**config.mk**
```make
export PLATFORM = sky130hd
export DESIGN_NAME = mem_arbiter
export DESIGN_NICKNAME = d
export VERILOG_FILES = /design/src/rtl/soc_6502_pkg.sv /design/src/rtl/mem_arbiter.sv
export SDC_FILE = /design/constraint.sdc
export NUM_CORES = 1
export LEC_CHECK = 0
export CELL_PAD_IN_SITES_DETAIL_PLACEMENT = 2
export CELL_PAD_IN_SITES_GLOBAL_PLACEMENT = 2
export CORE_UTILIZATION = 16
export CTS_BUF_LIST = sky130_fd_sc_hd__clkbuf_8
export CTS_CLUSTER_DIAMETER = 50
export DETAILED_ROUTE_END_ITERATION = 6
export MAX_ROUTING_LAYER = met4
export PLACE_DENSITY = 0.81
export SLEW_MARGIN = 20
export SYNTH_ARGS = -nofsm -noshare
export SYNTH_HDL_FRONTEND = slang
export SYNTH_SLANG_ARGS = --single-unit
```
**constraint.sdc**
```tcl
create_clock -name clk -period 2.5 [get_ports clk]
set_input_delay 0.25 -clock clk [delete_from_list [all_inputs] [get_ports clk]]
set_output_delay 0.25 -clock clk [all_outputs]
set_load 0.05 [all_outputs]
```
**src/rtl/soc_6502_pkg.sv**
```systemverilog
// Shared types and constants for the 6502 SoC: memory owner encoding and read tags.
package soc_6502_pkg;

  typedef enum logic {
    OWN_CPU = 1'b0,
    OWN_DMA = 1'b1
  } owner_e;

  typedef struct packed {
    logic   valid;
    owner_e owner;
  } rd_tag_t;

  localparam int STARVE_LIMIT_DEFAULT = 7;
  localparam int MAX_BURST_DEFAULT    = 4;

endpackage

```
**src/rtl/mem_arbiter.sv**
```systemverilog
// Single-port RAM arbiter between the 6502 core and a DMA/loader master.
// CPU has priority; DMA is forced in after STARVE_LIMIT CPU wins and may burst up to MAX_BURST.
module mem_arbiter
  import soc_6502_pkg::*;
#(
  parameter int AW           = 16,
  parameter int DW           = 8,
  parameter int STARVE_LIMIT = STARVE_LIMIT_DEFAULT,
  parameter int MAX_BURST    = MAX_BURST_DEFAULT
) (
  input  logic          clk,
  input  logic          reset,
  input  logic          cpu_req,
  input  logic          cpu_we,
  input  logic [AW-1:0] cpu_addr,
  input  logic [DW-1:0] cpu_wdata,
  output logic          cpu_rdy,
  output logic [DW-1:0] cpu_rdata,
  input  logic          dma_req,
  input  logic          dma_we,
  input  logic [AW-1:0] dma_addr,
  input  logic [DW-1:0] dma_wdata,
  output logic          dma_gnt,
  output logic          dma_rvalid,
  output logic [DW-1:0] dma_rdata,
  output logic          mem_en,
  output logic          mem_we,
  output logic [AW-1:0] mem_addr,
  output logic [DW-1:0] mem_wdata,
  input  logic [DW-1:0] mem_rdata
);

  localparam int SW = $clog2(STARVE_LIMIT + 1);
  localparam int BW = $clog2(MAX_BURST + 1);

  owner_e        r_state;
  owner_e        w_state_next;
  logic [SW-1:0] r_starve_cnt;
  logic [SW-1:0] w_starve_next;
  logic [BW-1:0] r_burst_cnt;
  logic [BW-1:0] w_burst_next;
  rd_tag_t       r_tag;
  logic [DW-1:0] r_cpu_rdata;
  logic          w_cpu_gnt;
  logic          w_dma_gnt;
  logic          w_starved;
  logic          w_burst_done;
  logic          w_cpu_ret;

  assign w_starved    = dma_req && (r_starve_cnt == SW'(STARVE_LIMIT));
  assign w_burst_done = (r_burst_cnt >= BW'(MAX_BURST));

  always_comb begin
    w_cpu_gnt    = 1'b0;
    w_dma_gnt    = 1'b0;
    w_state_next = r_state;
    w_burst_next = r_burst_cnt;
    if (!reset) begin
      case (r_state)
        OWN_CPU: begin
          if (cpu_req && !w_starved) begin
            w_cpu_gnt = 1'b1;
          end else if (dma_req) begin
            w_dma_gnt    = 1'b1;
            w_state_next = OWN_DMA;
            w_burst_next = BW'(1);
          end
        end
        OWN_DMA: begin
          if (dma_req && !w_burst_done) begin
            w_dma_gnt    = 1'b1;
            w_burst_next = r_burst_cnt + BW'(1);
          end else if (cpu_req) begin
            w_cpu_gnt    = 1'b1;
            w_state_next = OWN_CPU;
            w_burst_next = '0;
          end else if (dma_req) begin
            // Burst exhausted but the CPU is idle: hand ownership straight back as a fresh burst.
            w_dma_gnt    = 1'b1;
            w_burst_next = BW'(1);
          end else begin
            w_state_next = OWN_CPU;
            w_burst_next = '0;
          end
        end
      endcase
    end
  end

  always_comb begin
    w_starve_next = r_starve_cnt;
    if (w_dma_gnt || !dma_req) begin
      w_starve_next = '0;
    end else if (w_cpu_gnt && (r_starve_cnt != SW'(STARVE_LIMIT))) begin
      w_starve_next = r_starve_cnt + SW'(1);
    end
  end

  assign cpu_rdy   = w_cpu_gnt;
  assign dma_gnt   = w_dma_gnt;
  assign mem_en    = w_cpu_gnt | w_dma_gnt;
  assign mem_we    = (w_cpu_gnt & cpu_we) | (w_dma_gnt & dma_we);
  assign mem_addr  = w_dma_gnt ? dma_addr : cpu_addr;
  assign mem_wdata = w_dma_gnt ? dma_wdata : cpu_wdata;

  // Read data is steered by the tag registered when the read was issued.
  assign w_cpu_ret  = r_tag.valid && (r_tag.owner == OWN_CPU) && !reset;
  assign dma_rvalid = r_tag.valid && (r_tag.owner == OWN_DMA) && !reset;
  assign dma_rdata  = mem_rdata;
  assign cpu_rdata  = w_cpu_ret ? mem_rdata : r_cpu_rdata;

  always_ff @(posedge clk) begin
    if (reset) begin
      r_state      <= OWN_CPU;
      r_starve_cnt <= '0;
      r_burst_cnt  <= '0;
      r_tag        <= '{valid: 1'b0, owner: OWN_CPU};
      r_cpu_rdata  <= '0;
    end else begin
      r_state      <= w_state_next;
      r_starve_cnt <= w_starve_next;
      r_burst_cnt  <= w_burst_next;
      r_tag.valid  <= mem_en && !mem_we;
      r_tag.owner  <= w_dma_gnt ? OWN_DMA : OWN_CPU;
      if (w_cpu_ret) begin
        r_cpu_rdata <= mem_rdata;
      end
    end
  end

endmodule

```
### Word-level counts from Yosys, hierarchy flattened

Cells that the tools add are included.

* flip-flop bits (word level): 17
* input port bits: 62
* output and inout port bits: 45

* add/sub/neg operators: 2
* magnitude comparators: 1
* eq/ne operators: 4
* multiplexer cells: 21
* bitwise logic cells: 6
* reductions and logical operators: 17

Operators with widths (count)
* two-way mux 16 bit: 1
* two-way mux 8 bit: 2
* two-way mux 1 bit: 12
* logical AND 1 bit: 9
* two-way mux 3 bit: 3
* adder 3 x 1 -> 3 bit (second input constant): 2
* case mux 3 bit (2 select lines): 1
* logical NOT 1 bit: 5
* inequality test 2 bit (second input constant): 2
* case mux 1 bit (2 select lines): 2
* == test 3 bit (second input constant): 1
* >= comparator 3 bit (second input constant): 1
* inequality test 3 bit (second input constant): 1
* bitwise AND 1 bit: 2
* inverter 1 bit: 2
* OR 1 bit: 2
* AND reduction 2 bit: 1
* OR reduction 2 bit: 1
* logical OR 1 bit: 1

### Logic depth before layout (Yosys ltp)

Gate-level depths: netlist of run 1.

* depth after elaboration: 11
* depth in mapped cells: 6

### Least setup slack after synthesis of run 1

No wires, ideal clock.

* kind: register -> output
* from: register r_starve_cnt[0]
* to: output mem_addr[8]
* arrival: 2.190 ns
* slack: 0.060 ns
* stages on the path, launching flop included: 7
* path buffers: 1
* cells stage by stage: dfxtp_1 > ha_1 > ha_1 > nand2b_2 > a311oi_4 > buf_6 > mux2_1

* word-level cells in the longest chain between the ends: 8

RTL lines
* start: declaration: RTL line mem_arbiter.sv:38 `logic [SW-1:0] r_starve_cnt;`
* start signal: assignment: RTL line mem_arbiter.sv:121 `r_starve_cnt <= w_starve_next;`
* == test 3 bit: RTL line mem_arbiter.sv:50 `assign w_starved = dma_req && (r_starve_cnt == SW'(STARVE_LIMIT));`
* logical AND 1 bit: RTL line mem_arbiter.sv:50
* logical NOT 1 bit: RTL line mem_arbiter.sv:61 `if (cpu_req && !w_starved) begin`
* logical AND 1 bit: RTL line mem_arbiter.sv:61
* two-way mux 1 bit: RTL line mem_arbiter.sv:61
* case mux 1 bit (2 select lines): RTL line mem_arbiter.sv:59 `case (r_state)`
* two-way mux 1 bit
* named net dma_gnt: RTL line mem_arbiter.sv:23 `output logic dma_gnt,`
* two-way mux 16 bit: RTL line mem_arbiter.sv:103 `assign mem_addr = w_dma_gnt ? dma_addr : cpu_addr;`
* end: declaration: RTL line mem_arbiter.sv:28 `output logic [AW-1:0] mem_addr,`

The timed path passes the listed nets, and every way through them passes these cells.

### Worst setup path in the final report of run 1

* from: register r_starve_cnt[0]
* to: output mem_wdata[1]

* word-level cells in the longest chain between the ends: 8

RTL lines
* == test 3 bit: RTL line mem_arbiter.sv:50
* logical AND 1 bit: RTL line mem_arbiter.sv:50
* logical NOT 1 bit: RTL line mem_arbiter.sv:61
* logical AND 1 bit: RTL line mem_arbiter.sv:61
* two-way mux 1 bit: RTL line mem_arbiter.sv:61
* case mux 1 bit (2 select lines): RTL line mem_arbiter.sv:59
* two-way mux 1 bit
* two-way mux 8 bit: RTL line mem_arbiter.sv:104 `assign mem_wdata = w_dma_gnt ? dma_wdata : cpu_wdata;`
* end: declaration: RTL line mem_arbiter.sv:29 `output logic [DW-1:0] mem_wdata,`

Every way passes these cells.

==> metrics.md, run 1 <==
| Metric | Value |
|---|---|
| Number of max-cap violations | `0` |
| Final number of max-transition violations | `0` |
| Critical path buffer and inverter count | `3` |
| Initial antenna violation count | `0` |
| Most area-hungry cell type in the Yosys netlist | `sky130_fd_sc_hd__mux2_2` |
| Kind of cell adding the most delay to the critical path | `buffers and inverters` |
| HP Class | `register to register` |
| Clock sinks | `17` |
| Number of cells produced by synthesis | `102` |
| Main area contributors after synthesis | `sky130_fd_sc_hd__mux2_2 31%, sky130_fd_sc_hd__dfxtp_1 31%, sky130_fd_sc_hd__nor2b_1 5.6%, sky130_fd_sc_hd__buf_4 5.4%, sky130_fd_sc_hd__ha_1 3.4%` |
| H-Tree Level Count | `1` |
| Power per standard cell area | `around 400 nW/um^2` |
| Final weighted congestion in routability-driven placement | `0.7356` |
| 1st-pass router iterations | `2` |
| Most frequent cell on the critical path | `sky130_fd_sc_hd__buf_12` |
| Startpoint of the worst-slack reg-to-reg timing path | `r_starve_cnt[0]$_SDFFE_PP0P_` |
| Flip-flop cell with the highest count after synthesis | `sky130_fd_sc_hd__dfxtp_1` |
| Number of enable-type register cells in the synthesized netlist | `0` |
| Type of destination of the critical path | `primary output` |
| Count of vias placed by the detailed router | `1168` |
| Number of register bits inferred by synthesis | `17` |
| Total gr overflow | `0` |
| Share of the yosys chip area belonging to registers | `0.3053` |
| Leading cell type by number of instances after synthesis | `sky130_fd_sc_hd__mux2_2` |
| Portion of total power attributed to sequential cells | `0.269` |
| Number of buffers added on ports | `106` |
| Synth unique cells | `27` |
| Routed vias/inst | `4.042` |
| Detailed router's first-iteration violation count | `9` |
| Power Total | `1.062 mW` |
| Number of rows created at floorplan | `30` |
| Diode insertion count for antenna repair | `0` |
| DRC errors left | `0` |
| Core area | `6756 sq um` |
| Area post-placement | `2494 sq um` |
| Cell area after synthesis | `1115 sq um` |
| Remaining number of nets flagged by the antenna check after routing | `0` |
| Worst hold margin | `488.3 ps` |
| Post-route cell area | `between 2000 and 3000 sq um` |
| Maximum achievable frequency | `412.5 MHz` |
| Leakage | `between 1 and 1.5 nW` |
| Logic pwr share | `0.534` |
| Die Area | `7305 sq um` |
| Worst voltage drop across the vdd grid | `130.5 uV` |
| Total routed wirelength | `4.848 mm` |
| Worst-Skew Late Latency | `250 ps` |
| Half-perimeter wire length after detailed placement | `roughly 4 mm` |
| Via count of the first global-routing pass | `1331` |
| Final Hold Vio Count | `0` |
| Crit share post-route | `0.9698` |
| Setup slack after placement | `~180 ps` |
| Synth cell count leaders | `31 x sky130_fd_sc_hd__mux2_2, 17 x sky130_fd_sc_hd__dfxtp_1, 10 x sky130_fd_sc_hd__nor2b_1` |
| Minimum period implied by the final worst setup slack | `2424 ps` |
| PnR worst setup slack | `75.62 ps` |
| Critical-path cell list | `ha_2, ha_4, nand2b_2, a311oi_4, buf_4, buf_12, mux2_2, buf_12` |
| Average wire length per cell after detail routing | `16.78 microns` |
| Wire length of the first global-routing pass | `7.410 mm` |
| Nets | `275` |
| Start-to-end type of the worst setup path | `register to primary output` |
| First element of the critical path | `r_starve_cnt[0]$_SDFFE_PP0P_` |
| Global-route total usage across every layer | `0.1401` |
| Fraction of final layout cells sized beyond drive strength 1 | `0.4163` |
| Cell-internal power | `681.1 uW` |
| Final setup violating endpoints | `0` |
| Height of the die | `85.47 microns` |
| Maximum number of pins on one net before global-route repair | `16` |
| Syn_area_per_cell | `10.93 sq um` |
| Clock slew at the register clock pins of the worst setup and hold paths | `70 ps` |
| Buffer levels on the longest clock path | `2` |
| Clock root cell | `sky130_fd_sc_hd__clkbuf_8` |
| Switching power | `381.0 uW` |
| Post-synthesis to final-layout area growth | `134.1%` |
| Delay of the slowest cell on the worst path | `380 ps` |
| CTS tree | `yes` |
| Slowest cell on the critical path | `sky130_fd_sc_hd__mux2_2` |
| Hold bufs inserted after CTS | `0` |
| Worst Path Arrival | `2170 ps` |
| Data required time of the critical path | `2250 ps` |
| Die span in x | `around 85 microns` |
| Sort of element at the start of the critical path | `register` |
| Yosys warnings | `0` |
| Effective utilization at floorplan | `0.1650` |
| Worst clock skew | `roughly 3.7 ps` |
| Synthesized net count | `167` |
| Boundary Pins | `107` |
| Hold Path Origin | `r_burst_cnt[2]$_SDFFE_PP0P_` |
| Share of power burned in the clock network | `0.197` |
| Result of the run | `finished, final reports clean` |
| Fraction of post-synthesis cell area in the top cell type by area | `0.3131` |
| Worst-case headroom to the max-slew limit | `0.6685` |
| Slew at the pin closest to its max-slew limit | `roughly 500 ps` |
| RSZ-0062 raised after global routing | `yes` |
| Net switching fraction of the power | `0.3587` |
| Fraction of registers with async set or reset after synthesis | `0` |
| Clock buffer count from CTS | `3` |
| Maximum fanout along the worst path | `15` |
-- kinds of logic (layout without fill, tap and decap cells) --
kind of cell | Yosys count | after routing | synth area share
AOI/OAI and AO/OA | 10 | 10 | 0.09317
xor gates and xnor gates | 1 | 1 | 0.007858
adders and majority gates | 3 | 3 | 0.03367
buffers and inverters | 15 | 122 | 0.09091
DFF | 17 | 17 | 0.3053
muxes | 34 | 34 | 0.3412
and+or+nand+nor | 22 | 22 | 0.1279
-- worst register-to-register path, delay by kind of cell, from the launching register on --
family	cells	cell delay, ps
DFF	1	330
buffers and inverters	1	150
and+or+nand+nor	1	160
adders and majority gates	2	350
AOI/OAI and AO/OA	2	650
-- layout by cell type (no fill, tap or decap), types with 2 or more instances in the layout --
cell type                         synthesis  routed
sky130_fd_sc_hd__buf_4                    8      16
sky130_fd_sc_hd__clkdlybuf4s50_1          0      69
sky130_fd_sc_hd__a32o_1                   2       2
sky130_fd_sc_hd__and3b_1                  2       2
sky130_fd_sc_hd__nor2_1                   3       3
sky130_fd_sc_hd__clkbuf_8                 0       3
sky130_fd_sc_hd__nor2b_1                 10      10
sky130_fd_sc_hd__nand2b_1                 2       2
sky130_fd_sc_hd__mux2i_1                  2       2
sky130_fd_sc_hd__a22o_1                   2       2
sky130_fd_sc_hd__inv_1                    3       3
sky130_fd_sc_hd__dfxtp_1                 17      16
sky130_fd_sc_hd__mux2_2                  31      30
sky130_fd_sc_hd__buf_12                   0      29
-- worst paths after layout --
kind | slack [ps] | to | cells after the start
max | 80 | mem_wdata[1] | 8
min | 490 | r_burst_cnt[2]$_SDFFE_PP0P_ | 1
max reg2reg | 810 | r_burst_cnt[0]$_SDFFE_PP0P_ | 6
min reg2reg | 490 | r_burst_cnt[2]$_SDFFE_PP0P_ | 1
-- repair_timing --
item                                    4_1_cts  5_1_grt
endpoints found under the setup margin       24       24
setup buffers                                 1        2
pin swaps                                     1        1
gates resized for setup                       2        4
gates cloned                                  1        0
-- state kept, by name (all words and copies together) (netlist names) --
register / cells
r_cpu_rdata: 8
r_tag: 2
r_state: 1
r_burst_cnt: 3
r_starve_cnt: 3
-- layout make-up --
type / instances / area (sq um)
multi-input cells: 70 / 691.9
clock buffers: 3 / 41.29
fillers: 697 / 4146
flip-flops and latches: 17 / 341.6
clock inverters: 1 / 5.005
repair buffers: 115 / 1419
inverters: 3 / 11.26
well taps: 80 / 100.1
-- power by group through the flow --
stage | Clock, mW | Combinational (mW) | Sequential [mW]
2_1_floorplan | 0 | 0.271 | 0.291
3_3_place_gp | 0 | 0.552 | 0.291
3_5_place_dp | 0 | 0.562 | 0.292
4_1_cts | 0.223 | 0.572 | 0.286
5_1_grt | 0.238 | 0.590 | 0.287
6_report | 0.209 | 0.567 | 0.286
-- routing by layer --
| metal | track usage | wire length [microns] | vias up |
|---|---|---|---|
| met1 | 0.1536 | 1829 | 557 |
| met3 | 0.02918 | 193 | 0 |
| met5 | - | 0 | - |
| met2 | 0.2691 | 2825 | 36 |
| li1 | - | - | 575 |
| met4 | 0.009091 | 0 | 0 |
-- per-stage QoR --
step | std cells | util | TNS, ps
finish | 289 | 0.3863 | 0
floorplan | 102 | - | 0
CTS | 287 | 0.3837 | 0
global route | 289 | 0.3863 | -157.9
global placement | 281 | 0.3691 | 0
detailed placement | 281 | 0.3691 | 0
Note: power is estimated with default switching activity, not from simulation.
==> run 2, diff against run 1 <==
ABC_CLOCK_PERIOD_IN_PS = 2500   (was unset)
CAP_MARGIN = 20   (was unset)
==> results of run 2 <==
Same layout as run 1: the final DEF is identical, and so are final timing and power.
==> run 3, diff against run 2 <==
GPL_TIMING_DRIVEN = 1   (was unset)
==> results of run 3 <==
Same layout as run 1: the final DEF is identical, and so are final timing and power.
